**src/rtl/nrisc_pkg.sv**
```systemverilog
// Shared definitions for the 8-bit NRISC core: datapath width, fetch FSM
// states and the default reset program counter.
package nrisc_pkg;

  localparam int DATA_W = 8;

  localparam logic [DATA_W-1:0] RESET_PC_DEFAULT = 8'h00;

  typedef enum logic [1:0] {
    IDLE  = 2'd0,
    FETCH = 2'd1,
    VALID = 2'd2
  } fetch_state_e;

endpackage : nrisc_pkg

```
**src/rtl/fetch_unit_mux21.sv**
```systemverilog
// Plain 2:1 multiplexer used to choose the next program counter.
module mux21 #(
  parameter int W = 8
) (
  input  logic [W-1:0] in1_i,
  input  logic [W-1:0] in2_i,
  input  logic         sel_i,
  output logic [W-1:0] out_o
);

  assign out_o = sel_i ? in2_i : in1_i;

endmodule : mux21

```
**src/rtl/fetch_unit.sv**
```systemverilog
// Instruction fetch stage: owns the PC, runs one req/ack transaction at a
// time against instruction memory and hands each fetched word to decode
// over valid/ready. Branch redirects squash wrong-path work; a redirect
// that lands during an outstanding fetch is remembered until the ack.
module fetch_unit
  import nrisc_pkg::*;
#(
  parameter logic [DATA_W-1:0] RESET_PC = RESET_PC_DEFAULT
) (
  input  logic              clk,
  input  logic              rst_n,
  output logic              mem_req,
  output logic [DATA_W-1:0] mem_addr,
  input  logic              mem_ack,
  input  logic [DATA_W-1:0] mem_rdata,
  output logic [DATA_W-1:0] instr,
  output logic [DATA_W-1:0] instr_pc,
  output logic              instr_valid,
  input  logic              instr_ready,
  input  logic              branch_en,
  input  logic [DATA_W-1:0] branch_target
);

  fetch_state_e      state_q, state_d;
  logic [DATA_W-1:0] pc_q, pc_d;
  logic [DATA_W-1:0] instr_q, instr_d;
  logic [DATA_W-1:0] instr_pc_q, instr_pc_d;
  logic              redir_pend_q, redir_pend_d;
  logic [DATA_W-1:0] redir_pc_q, redir_pc_d;

  logic [DATA_W-1:0] pc_inc;
  logic [DATA_W-1:0] redir_addr;
  logic              redir_take;
  logic [DATA_W-1:0] pc_next;

  // A live strobe beats a remembered redirect, so the last target wins.
  assign pc_inc     = pc_q + 8'd1;
  assign redir_take = branch_en | redir_pend_q;
  assign redir_addr = branch_en ? branch_target : redir_pc_q;

  mux21 #(.W(DATA_W)) u_next_pc_mux (
    .in1_i (pc_inc),
    .in2_i (redir_addr),
    .sel_i (redir_take),
    .out_o (pc_next)
  );

  // Next-state and register-update logic for the fetch FSM.
  always_comb begin
    // NOTE: every signal gets a default first so no path leaves it unassigned (no latches).
    state_d      = state_q;
    pc_d         = pc_q;
    instr_d      = instr_q;
    instr_pc_d   = instr_pc_q;
    redir_pend_d = redir_pend_q;
    redir_pc_d   = redir_pc_q;

    unique case (state_q)
      IDLE: begin
        state_d = FETCH;
        if (branch_en) pc_d = pc_next;
      end
      FETCH: begin
        if (mem_ack) begin
          if (redir_take) begin
            // Wrong-path data: drop it and refetch at the redirect address.
            pc_d         = pc_next;
            redir_pend_d = 1'b0;
          end else begin
            state_d    = VALID;
            instr_d    = mem_rdata;
            instr_pc_d = pc_q;
          end
        end else if (branch_en) begin
          // The memory handshake is never aborted; remember the redirect.
          redir_pend_d = 1'b1;
          redir_pc_d   = branch_target;
        end
      end
      VALID: begin
        // Either a transfer (pc+1) or a branch squash (target) ends VALID.
        if (branch_en || instr_ready) begin
          state_d = FETCH;
          pc_d    = pc_next;
        end
      end
      default: state_d = IDLE;
    endcase
  end

  // State and datapath registers with asynchronous active-low reset.
  always_ff @(posedge clk or negedge rst_n) begin
    if (!rst_n) begin
      state_q      <= IDLE;
      pc_q         <= RESET_PC;
      instr_q      <= '0;
      instr_pc_q   <= '0;
      redir_pend_q <= 1'b0;
      redir_pc_q   <= '0;
    end else begin
      // NOTE: non-blocking assignments so all registers update from pre-edge values.
      state_q      <= state_d;
      pc_q         <= pc_d;
      instr_q      <= instr_d;
      instr_pc_q   <= instr_pc_d;
      redir_pend_q <= redir_pend_d;
      redir_pc_q   <= redir_pc_d;
    end
  end

  // All outputs come straight from registers (Moore).
  assign mem_req     = (state_q == FETCH);
  assign mem_addr    = pc_q;
  assign instr_valid = (state_q == VALID);
  assign instr       = instr_q;
  assign instr_pc    = instr_pc_q;

endmodule : fetch_unit

```
**config.mk**
```make
export PLATFORM = sky130hd
export DESIGN_NAME = fetch_unit
export DESIGN_NICKNAME = d
export VERILOG_FILES = /design/src/rtl/nrisc_pkg.sv /design/src/rtl/fetch_unit_mux21.sv /design/src/rtl/fetch_unit.sv
export SDC_FILE = /design/constraint.sdc
export NUM_CORES = 1
export LEC_CHECK = 0
export ABC_AREA = 1
export BUFFER_PORTS_ARGS = -buffer_cell sky130_fd_sc_hd__buf_2
export CAP_MARGIN = 20
export CORE_MARGIN = 2
export CORE_UTILIZATION = 35
export DETAILED_ROUTE_END_ITERATION = 16
export GPL_TIMING_DRIVEN = 0
export SYNTH_ARGS = -nofsm -noshare
export SYNTH_HDL_FRONTEND = slang
export SYNTH_SLANG_ARGS = --single-unit
```
**constraint.sdc**
```tcl
create_clock -name clk -period 2.7 [get_ports clk]
set_input_delay 0.54 -clock clk [delete_from_list [all_inputs] [get_ports clk]]
set_output_delay 0.54 -clock clk [all_outputs]
set_load 0.05 [all_outputs]
```
==> results of run 1 <==
## power by group
| group | switching (mW) | total [mW] | internal, mW | leakage, nW |
|---|---|---|---|---|
| Clock | 0.170 | 0.341 | 0.172 | 0.0371 |
| Combinational | 1.10 | 1.46 | 0.360 | 0.693 |
| Sequential | 0.155 | 0.916 | 0.760 | 0.441 |
## registers in the layout, summed over array words and instances (netlist names)
signal        cells
instr             8
instr_pc          8
mem_addr          8
redir_pc_q        8
redir_pend_q      1
state_q           2
## metrics by stage
step | power (mW) | instances
2_1_floorplan | 2.05 | 222
3_3_place_gp | 2.38 | 335
3_5_place_dp | 2.40 | 335
4_1_cts | 2.75 | 341
5_1_grt | 2.94 | 341
6_report | 2.72 | 341
## per-layer routing
metal / vias to the layer above / wire [µm]
met1: 688 / 1880
met2: 28 / 1760
li1: 807 / -
met5: - / 0
met3: 5 / 146
met4: 0 / 50
## path summary, 6_finish.rpt
path	start	to	cells after the start
setup / recovery	state_q[0]	instr_valid	4
hold / removal	rst_n	redir_pc_q[7]	1
setup reg to reg	state_q[1]	mem_addr[6]	8
min in group clk	instr[0]	instr[0]	2
hold reg to reg	instr[0]	instr[0]	2
max in group asynchronous	rst_n	mem_addr[3]	1
## area by class of cell
class	instances	area, µm²	area share
inverter	26	97.6	0.0457
timing repair buffer	46	230	0.108
multi-input combinational	155	738	0.346
tap	67	83.8	0.0393
sequential	35	876	0.410
buffer	6	36.3	0.0170
clock buffer	6	72.6	0.0340
## placed cells by master, fill, tap and decap left out, drive strengths merged
master / n
nand2: 82
buf: 52
dfrtp: 35
o21ai: 32
inv: 26
nand3: 20
nor2: 13
clkbuf: 6
nand4: 2
a21oi: 1
mux2i: 1
a21boi: 1
xnor2: 1
a211oi: 1
ha: 1
## logic make-up (layout without fill, tap and decap cells)
group                    count (synthesis)  count (layout)  synth area share
flip-flops                              35              35             0.501
multiplexers                             1               1           0.00573
AO/OA/AOI/OAI                           35              35             0.110
buffers and inverters                   32              84            0.0766
XOR/XNOR                                 1               1           0.00501
AND/OR/NAND/NOR                        117             117             0.295
adder cells (fa/ha/maj)                  1               1           0.00716
==> impl_summary.txt, run 1 <==
----------------------------------------------------
[Worst setup path]
  Endpoint required time on the critical path ... between 2 and 2.5 ns
  Worst path most repeated cell ... sky130_fd_sc_hd__inv_1
  Family with the most delay on the worst path ... buffers and inverters
  CP Max Fanout ... 4
  Startpoint-to-endpoint class of the critical path ... reg2out
  Crit path cell chain ... inv_1, nand2_1, inv_1, buf_2
  Count of buffer and inverter cells on the critical path ... 3
  Critical-path cell with the highest stage delay ... sky130_fd_sc_hd__dfrtp_1
  Element type at the critical path start ... flop
  Type of element capturing the critical path ... output port
  Internal reg-to-reg setup slack ... 1.32 ns
  Data arrival time of the critical path ... 1.25 ns
  Max stage delay on crit path ... just over 0.4 ns

[Drt]
  Routed wire length per instance ... approximately 11 µm
  DRC Markers ... 0
  Routed Wire Length ... between 3 and 4 mm
  Via density per instance ... 4.48
  Pre-antenna DRT Iters ... 4
  Via Count ... 1528
  Antenna Nets Post-Route ... 0
  Violation count after the first detailed-routing iteration ... 67

[Synthesis]
  Synthesized netlist net count ... 244
  Number of flip-flops and latches in the synthesized netlist ... 35
  Post-synth EDFFs ... 0
  Warning count from the yosys run ... 0
  Avg Cell Area, Syn ... 7.87 µm²
  Post-Syn Area ... roughly 1700 µm²
  Top cells by area, synth ... sky130_fd_sc_hd__dfrtp_1 50%, sky130_fd_sc_hd__nand2_1 17%, sky130_fd_sc_hd__o21ai_0 6.6%, sky130_fd_sc_hd__nand3_1 5.4%, sky130_fd_sc_hd__inv_1 4.9%
  Post-Syn Instances ... 222
  Cell with the most instances after synthesis ... sky130_fd_sc_hd__nand2_1
  Most frequently used flop master after synthesis ... sky130_fd_sc_hd__dfrtp_1
  Commonest cells post-synth ... 78 x sky130_fd_sc_hd__nand2_1, 35 x sky130_fd_sc_hd__dfrtp_1, 23 x sky130_fd_sc_hd__inv_1, 23 x sky130_fd_sc_hd__o21ai_0, 19 x sky130_fd_sc_hd__nand3_1
  Area fraction of the dominant cell type after synthesis ... 0.501
  Share of synthesized flip-flops with an asynchronous set or reset ... 1.00
  Yosys top cell by area ... sky130_fd_sc_hd__dfrtp_1
  Synth cell types ... 22
  Sequential fraction of the synthesis area ... 0.501

[Timing]
  Setup Skew ... 0.00534 ns
  Post-layout minimum cycle time ... 1.79 ns
  Transition time at the pin with the least slew margin ... 0.773 ns
  Highest clock frequency the design can meet ... 558 MHz
  Unrepaired setup endpoints after global routing ... false
  Number of endpoints failing setup at the final stage ... 0
  Final Hold Vio Count ... 0
  Headroom to the max-slew limit ... 0.485
  Final critical-path share of the clock period ... 0.664
  Hold slack ... 0.334 ns
  Max Slew Vio Count ... 0
  Final critical-path setup slack ... 0.908 ns
  Setup_tns ... 0 ns

[Global route]
  Maximum number of pins on one net before global-route repair ... 36
  Antenna violations before repair ... 0
  Global-route track usage on met2 ... 0.234
  Total grt overflow ... 0
  Fraction of met1 tracks used by global routing ... 0.212
  First-pass GRT wire length ... 6.47 mm
  Most crowded layer after global routing ... met2
  Overall fraction of global-route tracks in use ... 0.153
  Vias in the first global route ... 1438
  Met3 layer usage reported by global route ... 0.0415

[Floorplan]
  Floorplan row count ... 25
  Die Area ... 5580 µm²
  Placeable Area ... 4750 µm²
  Die width ... 74.7 µm
  Die Ht ... 74.7 µm
  I/O pin count ... between 40 and 50
  Initial Utilization ... 0.368

[Finish]
  Post-route standard cell area excluding fillers ... 2130 µm²
  Inserted Diodes ... 0
  Layout net count ... 297
  Finished Core Util ... 0.449
  Layout area overhead ... 22.1%
  Fraction of final layout cells sized beyond drive strength 1 ... 0.252
  Final-layout fill cell count ... 534

[Clock tree]
  Maximum clock insertion buffer count ... 2
  Number of instances resized during post-cts repair ... 0
  TritonCTS Buffers ... 5
  Clock tree from TritonCTS ... yes
  Post-CTS setup-driven buffer insertion count ... 0
  Clk_lat worst skew ... 0.28 ns
  # H-tree levels ... 2
  Master cell of the clock root buffer ... sky130_fd_sc_hd__clkbuf_8
  Clock-pin slew on the worst setup and hold paths ... 0.07 ns
  CTS sink count ... 35
  Count of hold buffers inserted by post-cts repair ... 0

[Placement]
  Detailed-placement wirelength estimate ... 2.92 mm
  Setup WS pre-CTS ... 1.12 ns
  Area after detailed placement ... 2060 µm²
  Global placer's final weighted congestion ... 0.748
  Port bufs ... 46

[Power and ir drop]
  Power Density ... 1270 nW/µm²
  Peak VDD IR ... around 0.34 mV
  Leakage dissipation ... 1.17 nW

[Min path]
  Tightest Hold Check Type ... in2async

[Outcome]
  Result of the run ... finished, final reports clean

[Run]
  Max-cap viol count ... 0

----------------------------------------------------
Note: power is estimated with default switching activity, not from simulation.
==> run 2: changes to the inputs <==
==> constraint.sdc (replaced) <==
create_clock -name clk -period 1.6 [get_ports clk]
set_input_delay 0.32 -clock clk [delete_from_list [all_inputs] [get_ports clk]]
set_output_delay 0.32 -clock clk [all_outputs]
set_load 0.05 [all_outputs]
==> run 2 against run 1 <==
Effect of this change:
- hold slack got worse by 0.22 ns
- core utilization rose by 0.18 points
- critical path depth did not move
- cell area rose by 0.41%
- count of clock-buffer cells in the layout did not move
- first-iteration DRC count fell by 12%
- total power rose by 69%
- die area did not move
- critical path type unchanged
- critical endpoint unchanged
==> impl_summary.txt, run 2 (synthesized netlist as in run 1, its figures left out) <==
----------------------------------------------------
[Finish]
  Fraction of final layout cells sized beyond drive strength 1 ... 0.255
  Layout net count ... 297
  Layout area overhead ... 22.6%
  Commonest cells after routing, fill and taps aside ... 78 x sky130_fd_sc_hd__nand2_1, 50 x sky130_fd_sc_hd__buf_2, 35 x sky130_fd_sc_hd__dfrtp_1
  Inserted Diodes ... 0
  Final-layout fill cell count ... 541
  Commonest non-fill, non-tap cell in the layout ... sky130_fd_sc_hd__nand2_1

[Global route]
  Overall fraction of global-route tracks in use ... 0.151
  Total grt overflow ... 0
  Antenna violations before repair ... 0
  Vias in the first global route ... 1387
  Maximum number of pins on one net before global-route repair ... 36
  First-pass GRT wire length ... 6.31 mm

[Worst setup path]
  RR Startpoint ... state_q[1]
  Worst Reg2Reg Path Length in Cells ... 8
  Critical R2R Capture ... mem_addr[5]
  Type of element capturing the critical path ... output port
  CP Max Fanout ... 4
  Endpoint required time on the critical path ... around 1.3 ns
  Element type at the critical path start ... flop
  Startpoint-to-endpoint class of the critical path ... reg2out
  Data arrival time of the critical path ... 1.19 ns
  Internal reg-to-reg setup slack ... 0.22 ns

[Drt]
  Pre-antenna DRT Iters ... 4
  Via density per instance ... 4.53
  Via Count ... 1545
  Routed wire length per instance ... 11.4 µm
  Antenna Nets Post-Route ... 0
  Routed Wire Length ... 3.90 mm
  DRC Markers ... 0
  Violation count after the first detailed-routing iteration ... 59

[Power and ir drop]
  Sequential share of power ... 0.337
  Logic pwr share ... 0.536
  Leakage dissipation ... 1.17 nW
  Total power of the final layout ... approximately 4.6 mW
  P_int ... 2.18 mW
  Peak VDD IR ... between 0.5 and 0.6 mV
  Power Density ... 2150 nW/µm²
  Net switching share of the total power ... 0.526
  Share of power burned in the clock network ... 0.127
  Switching pwr ... 2.42 mW

[Floorplan]
  Floorplan row count ... 25
  Die Ht ... 74.7 µm
  Die Area ... 5580 µm²
  Initial Utilization ... 0.368
  Die width ... around 75 µm
  Placeable Area ... 4750 µm²
  I/O pin count ... 47

[Placement]
  Setup WS pre-CTS ... 0.223 ns
  Detailed-placement wirelength estimate ... 2.88 mm
  Global placer's final weighted congestion ... approximately 0.76
  Port bufs ... 46

[Timing]
  Final Hold Vio Count ... 0
  Max Slew Vio Count ... 0
  Setup_tns ... 0 ns
  Number of endpoints failing setup at the final stage ... 0
  Final critical-path share of the clock period ... 0.941
  Unrepaired setup endpoints after global routing ... false
  Headroom to the max-slew limit ... 0.476
  Highest clock frequency the design can meet ... 664 MHz
  Hold slack ... 0.115 ns
  Post-layout minimum cycle time ... between 1.5 and 2 ns
  Setup Skew ... around 0.0057 ns
  Final critical-path setup slack ... 0.0937 ns
  Transition time at the pin with the least slew margin ... a little under 0.8 ns

[Clock tree]
  Maximum clock insertion buffer count ... 2
  CTS sink count ... 35
  Clk_lat worst skew ... 0.29 ns
  Clock tree from TritonCTS ... yes
  Master cell of the clock root buffer ... sky130_fd_sc_hd__clkbuf_8
  TritonCTS Buffers ... 5
  Count of hold buffers inserted by post-cts repair ... 0
  Clock-pin slew on the worst setup and hold paths ... 0.06 ns
  Post-CTS setup-driven buffer insertion count ... 0
  Number of instances resized during post-cts repair ... 1
  # H-tree levels ... 2

[Min path]
  Tightest Hold Check Type ... in2async

[Outcome]
  Result of the run ... finished, final reports clean

[Run]
  Max-cap viol count ... 0

----------------------------------------------------
==> run 2: cell counts in the layout (fill, tap and decap cells not counted) <==
No cell type changed its count.
==> run 2: final cells by class <==
class | instances | area (µm²) | area share
timing repair buffer | 46 | 236 | 0.110
sequential | 35 | 876 | 0.409
multi-input combinational | 155 | 741 | 0.346
inverter | 26 | 97.6 | 0.0455
buffer | 6 | 36.3 | 0.0169
clock buffer | 6 | 72.6 | 0.0339
tap | 67 | 83.8 | 0.0391
==> run 2: power groups by stage <==
| stage | logic (mW) | clock network [mW] | registers (mW) |
|---|---|---|---|
| global placement | 2.46 | 0 | 1.56 |
| global route | 2.72 | 0.638 | 1.61 |
| finish | 2.47 | 0.586 | 1.55 |
| detailed placement | 2.49 | 0 | 1.57 |
| floorplan | 0.993 | 0 | 2.46 |
| CTS | 2.50 | 0.611 | 1.55 |
==> run 2: metal layers <==
metal | part of all wire | track usage
met3 | 0.038 | 0.0442
met4 | 0.013 | 0.0536
met5 | 0 | 0
met1 | 0.49 | 0.205
met2 | 0.46 | 0.232
==> run 2: through the flow <==
step           cells  utilization  cell area (µm²)
2_1_floorplan    222            -             1750
3_3_place_gp     335        0.434             2060
3_5_place_dp     335        0.434             2060
4_1_cts          341        0.450             2140
5_1_grt          341        0.451             2140
6_report         341        0.451             2140
==> run 2: how the worst max path moves through the flow <==
stage | startpoint | endpoint | cells after the start
global route | state_q[0] | instr_valid | 4
global placement | state_q[1] | mem_addr[6] | 8
CTS | state_q[0] | instr_valid | 4
finish | state_q[0] | instr_valid | 4
floorplan | state_q[1] | mem_addr[0] | 6
detailed placement | branch_en | mem_addr[5] | 7
==> run 2: worst max-delay path, stage by stage (launching register included) <==
cell	delay, ns
sky130_fd_sc_hd__dfrtp_1	0.41
sky130_fd_sc_hd__inv_1	0.11
sky130_fd_sc_hd__nand2_1	0.13
sky130_fd_sc_hd__inv_1	0.10
sky130_fd_sc_hd__buf_6	0.16
==> run 3: changes to the inputs <==
--- a/config.mk
+++ b/config.mk
@@ -12,6 +12,8 @@
 export CORE_UTILIZATION = 35
 export DETAILED_ROUTE_END_ITERATION = 16
 export GPL_TIMING_DRIVEN = 0
+export MAX_ROUTING_LAYER = met4
+export REMOVE_ABC_BUFFERS = 1
 export SYNTH_ARGS = -nofsm -noshare
 export SYNTH_HDL_FRONTEND = slang
 export SYNTH_SLANG_ARGS = --single-unit
==> run 3 against run 2 <==
Effect of this change:
- via count shrank 1.4%
- register-to-register slack lost 0.07 ns
- global-route usage increased by 1.0 points
- non-clock buffer count shrank 6
- worst setup slack worse by 0.0023 ns
- critical path type unchanged
- critical endpoint unchanged
- largest cell class unchanged
- highest routed layer unchanged
==> impl_summary.txt, run 3 (synthesized netlist as in run 1, its figures left out) <==
----------------------------------------------------
[Timing]
  Hold slack ... slightly above 0.1 ns
  Transition time at the pin with the least slew margin ... 0.780 ns
  Number of endpoints failing setup at the final stage ... 0
  Post-layout minimum cycle time ... ~1.5 ns
  Setup Skew ... 0.00786 ns
  Unrepaired setup endpoints after global routing ... false
  Final critical-path share of the clock period ... 0.943
  Highest clock frequency the design can meet ... roughly 660 MHz
  Final Hold Vio Count ... 0
  Max Slew Vio Count ... 0
  Headroom to the max-slew limit ... 0.480

[Power and ir drop]
  Sequential share of power ... 0.314
  Net switching share of the total power ... 0.495
  P_int ... 2.49 mW
  Share of power burned in the clock network ... 0.192
  Switching pwr ... 2.44 mW
  Power Density ... 2270 nW/µm²
  Leakage dissipation ... 1.18 nW
  Logic pwr share ... 0.494
  Peak VDD IR ... a little over 0.8 mV

[Clock tree]
  CTS sink count ... 35
  Count of hold buffers inserted by post-cts repair ... 0
  Clock-pin slew on the worst setup and hold paths ... 0.07 ns
  Clk_lat worst skew ... 0.29 ns
  Clock tree from TritonCTS ... yes
  Maximum clock insertion buffer count ... 2
  Master cell of the clock root buffer ... sky130_fd_sc_hd__clkbuf_8
  TritonCTS Buffers ... 5
  # H-tree levels ... 2

[Drt]
  DRC Markers ... 0
  Via density per instance ... around 4.5
  Antenna Nets Post-Route ... 0
  Routed wire length per instance ... 11.5 µm
  Via Count ... between 1500 and 2000
  Violation count after the first detailed-routing iteration ... approximately 150
  Pre-antenna DRT Iters ... 4
  Routed Wire Length ... 3.89 mm

[Run]
  Max-cap viol count ... 0

[Worst setup path]
  Startpoint-to-endpoint class of the critical path ... reg2out
  Type of element capturing the critical path ... output port
  Data arrival time of the critical path ... 1.19 ns
  Endpoint required time on the critical path ... 1.28 ns
  Element type at the critical path start ... flop
  CP Max Fanout ... 4

[Finish]
  Layout area overhead ... 24.1%
  Inserted Diodes ... 0
  Commonest cells after routing, fill and taps aside ... 78 x sky130_fd_sc_hd__nand2_1, 45 x sky130_fd_sc_hd__buf_2, 35 x sky130_fd_sc_hd__dfrtp_1
  Fraction of final layout cells sized beyond drive strength 1 ... 0.241
  Finished Core Util ... 0.456
  Layout net count ... just under 300
  Commonest non-fill, non-tap cell in the layout ... sky130_fd_sc_hd__nand2_1

[Placement]
  Detailed-placement wirelength estimate ... 2.76 mm
  Global placer's final weighted congestion ... slightly below 0.8
  Port bufs ... between 40 and 50

[Global route]
  Vias in the first global route ... 1392
  First-pass GRT wire length ... between 6 and 7 mm
  Overall fraction of global-route tracks in use ... 0.161
  Maximum number of pins on one net before global-route repair ... 36
  Antenna violations before repair ... 0
  Total grt overflow ... 0

[Floorplan]
  Initial Utilization ... 0.368
  I/O pin count ... 47
  Die width ... roughly 75 µm
  Die Area ... between 5000 and 6000 µm²
  Floorplan row count ... 25
  Die Ht ... 74.7 µm
  Placeable Area ... about 4800 µm²

[Outcome]
  Result of the run ... finished, final reports clean

[Min path]
  Tightest Hold Check Type ... in2async

----------------------------------------------------
run 3: cell types whose count changed in the layout (fill, tap and decap cells not counted), sizes merged:
cell / previous run / this run
bufinv: 0 / 2
buf: 52 / 46
run 3: path summary, 6_finish.rpt:
kind / start / to / slack (ns) / depth (start not counted)
setup / recovery: state_q[0] / instr_valid / 0.09 / 4
hold / removal: rst_n / redir_pc_q[5] / 0.10 / 1
setup reg to reg: state_q[1] / mem_addr[5] / 0.15 / 8
hold reg to reg: instr[5] / instr[5] / 0.46 / 2
max in group asynchronous: rst_n / mem_addr[0] / 0.99 / 1
min in group clk: mem_rdata[3] / instr[3] / 0.26 / 3
run 3: layout make-up:
class,instances,area (µm²)
Tap cell,67,83.8
Multi-Input combinational cell,155,743
Inverter,26,97.6
Clock inverter,2,60.1
Fill cell,527,2580
Sequential cell,35,876
Timing Repair Buffer,46,236
Clock buffer,6,72.6
run 3: timing repair:
item	4_1_cts	5_1_grt
setup endpoints to repair	3	1
hold endpoints to repair	0	0
setup buffers	0	0
gates resized for setup	1	3
run 3: power groups by stage:
stage                     registers [mW]  logic [mW]  clock network, mW
after detailed placement            1.57        2.45                  0
after global routing                1.60        2.67               1.02
after floorplan                     2.46       0.950                  0
after CTS                           1.55        2.46              0.971
final                               1.54        2.43              0.948
after global placement              1.55        2.41                  0
run 3: critical path, cell delays in order, from the launching register on:
cell	delay, ns
sky130_fd_sc_hd__dfrtp_1	0.41
sky130_fd_sc_hd__inv_1	0.11
sky130_fd_sc_hd__nand2_1	0.13
sky130_fd_sc_hd__inv_1	0.10
sky130_fd_sc_hd__buf_6	0.16
run 3: through the flow:
| stage | worst slack (ns) | cell area, µm² | std cells | TNS (ns) | power (mW) |
|---|---|---|---|---|---|
| 2_1_floorplan | -0.216 | 1710 | 216 | -1.11 | 3.41 |
| 3_3_place_gp | 0.00329 | 2030 | 329 | 0 | 3.96 |
| 3_5_place_dp | -0.00892 | 2030 | 329 | -0.0121 | 4.01 |
| 4_1_cts | 0.00171 | 2160 | 337 | 0 | 4.98 |
| 5_1_grt | 0.00354 | 2170 | 337 | 0 | 5.29 |
| 6_report | 0.0914 | 2170 | 337 | 0 | 4.93 |
run 3: metal layers:
| metal | vias up | share of wire | track usage |
|---|---|---|---|
| met4 | 0 | 0.017 | 0.0754 |
| met3 | 4 | 0.050 | 0.0442 |
| met2 | 36 | 0.48 | 0.252 |
| met1 | 690 | 0.45 | 0.194 |
| met5 | - | 0 | - |
| li1 | 793 | - | - |
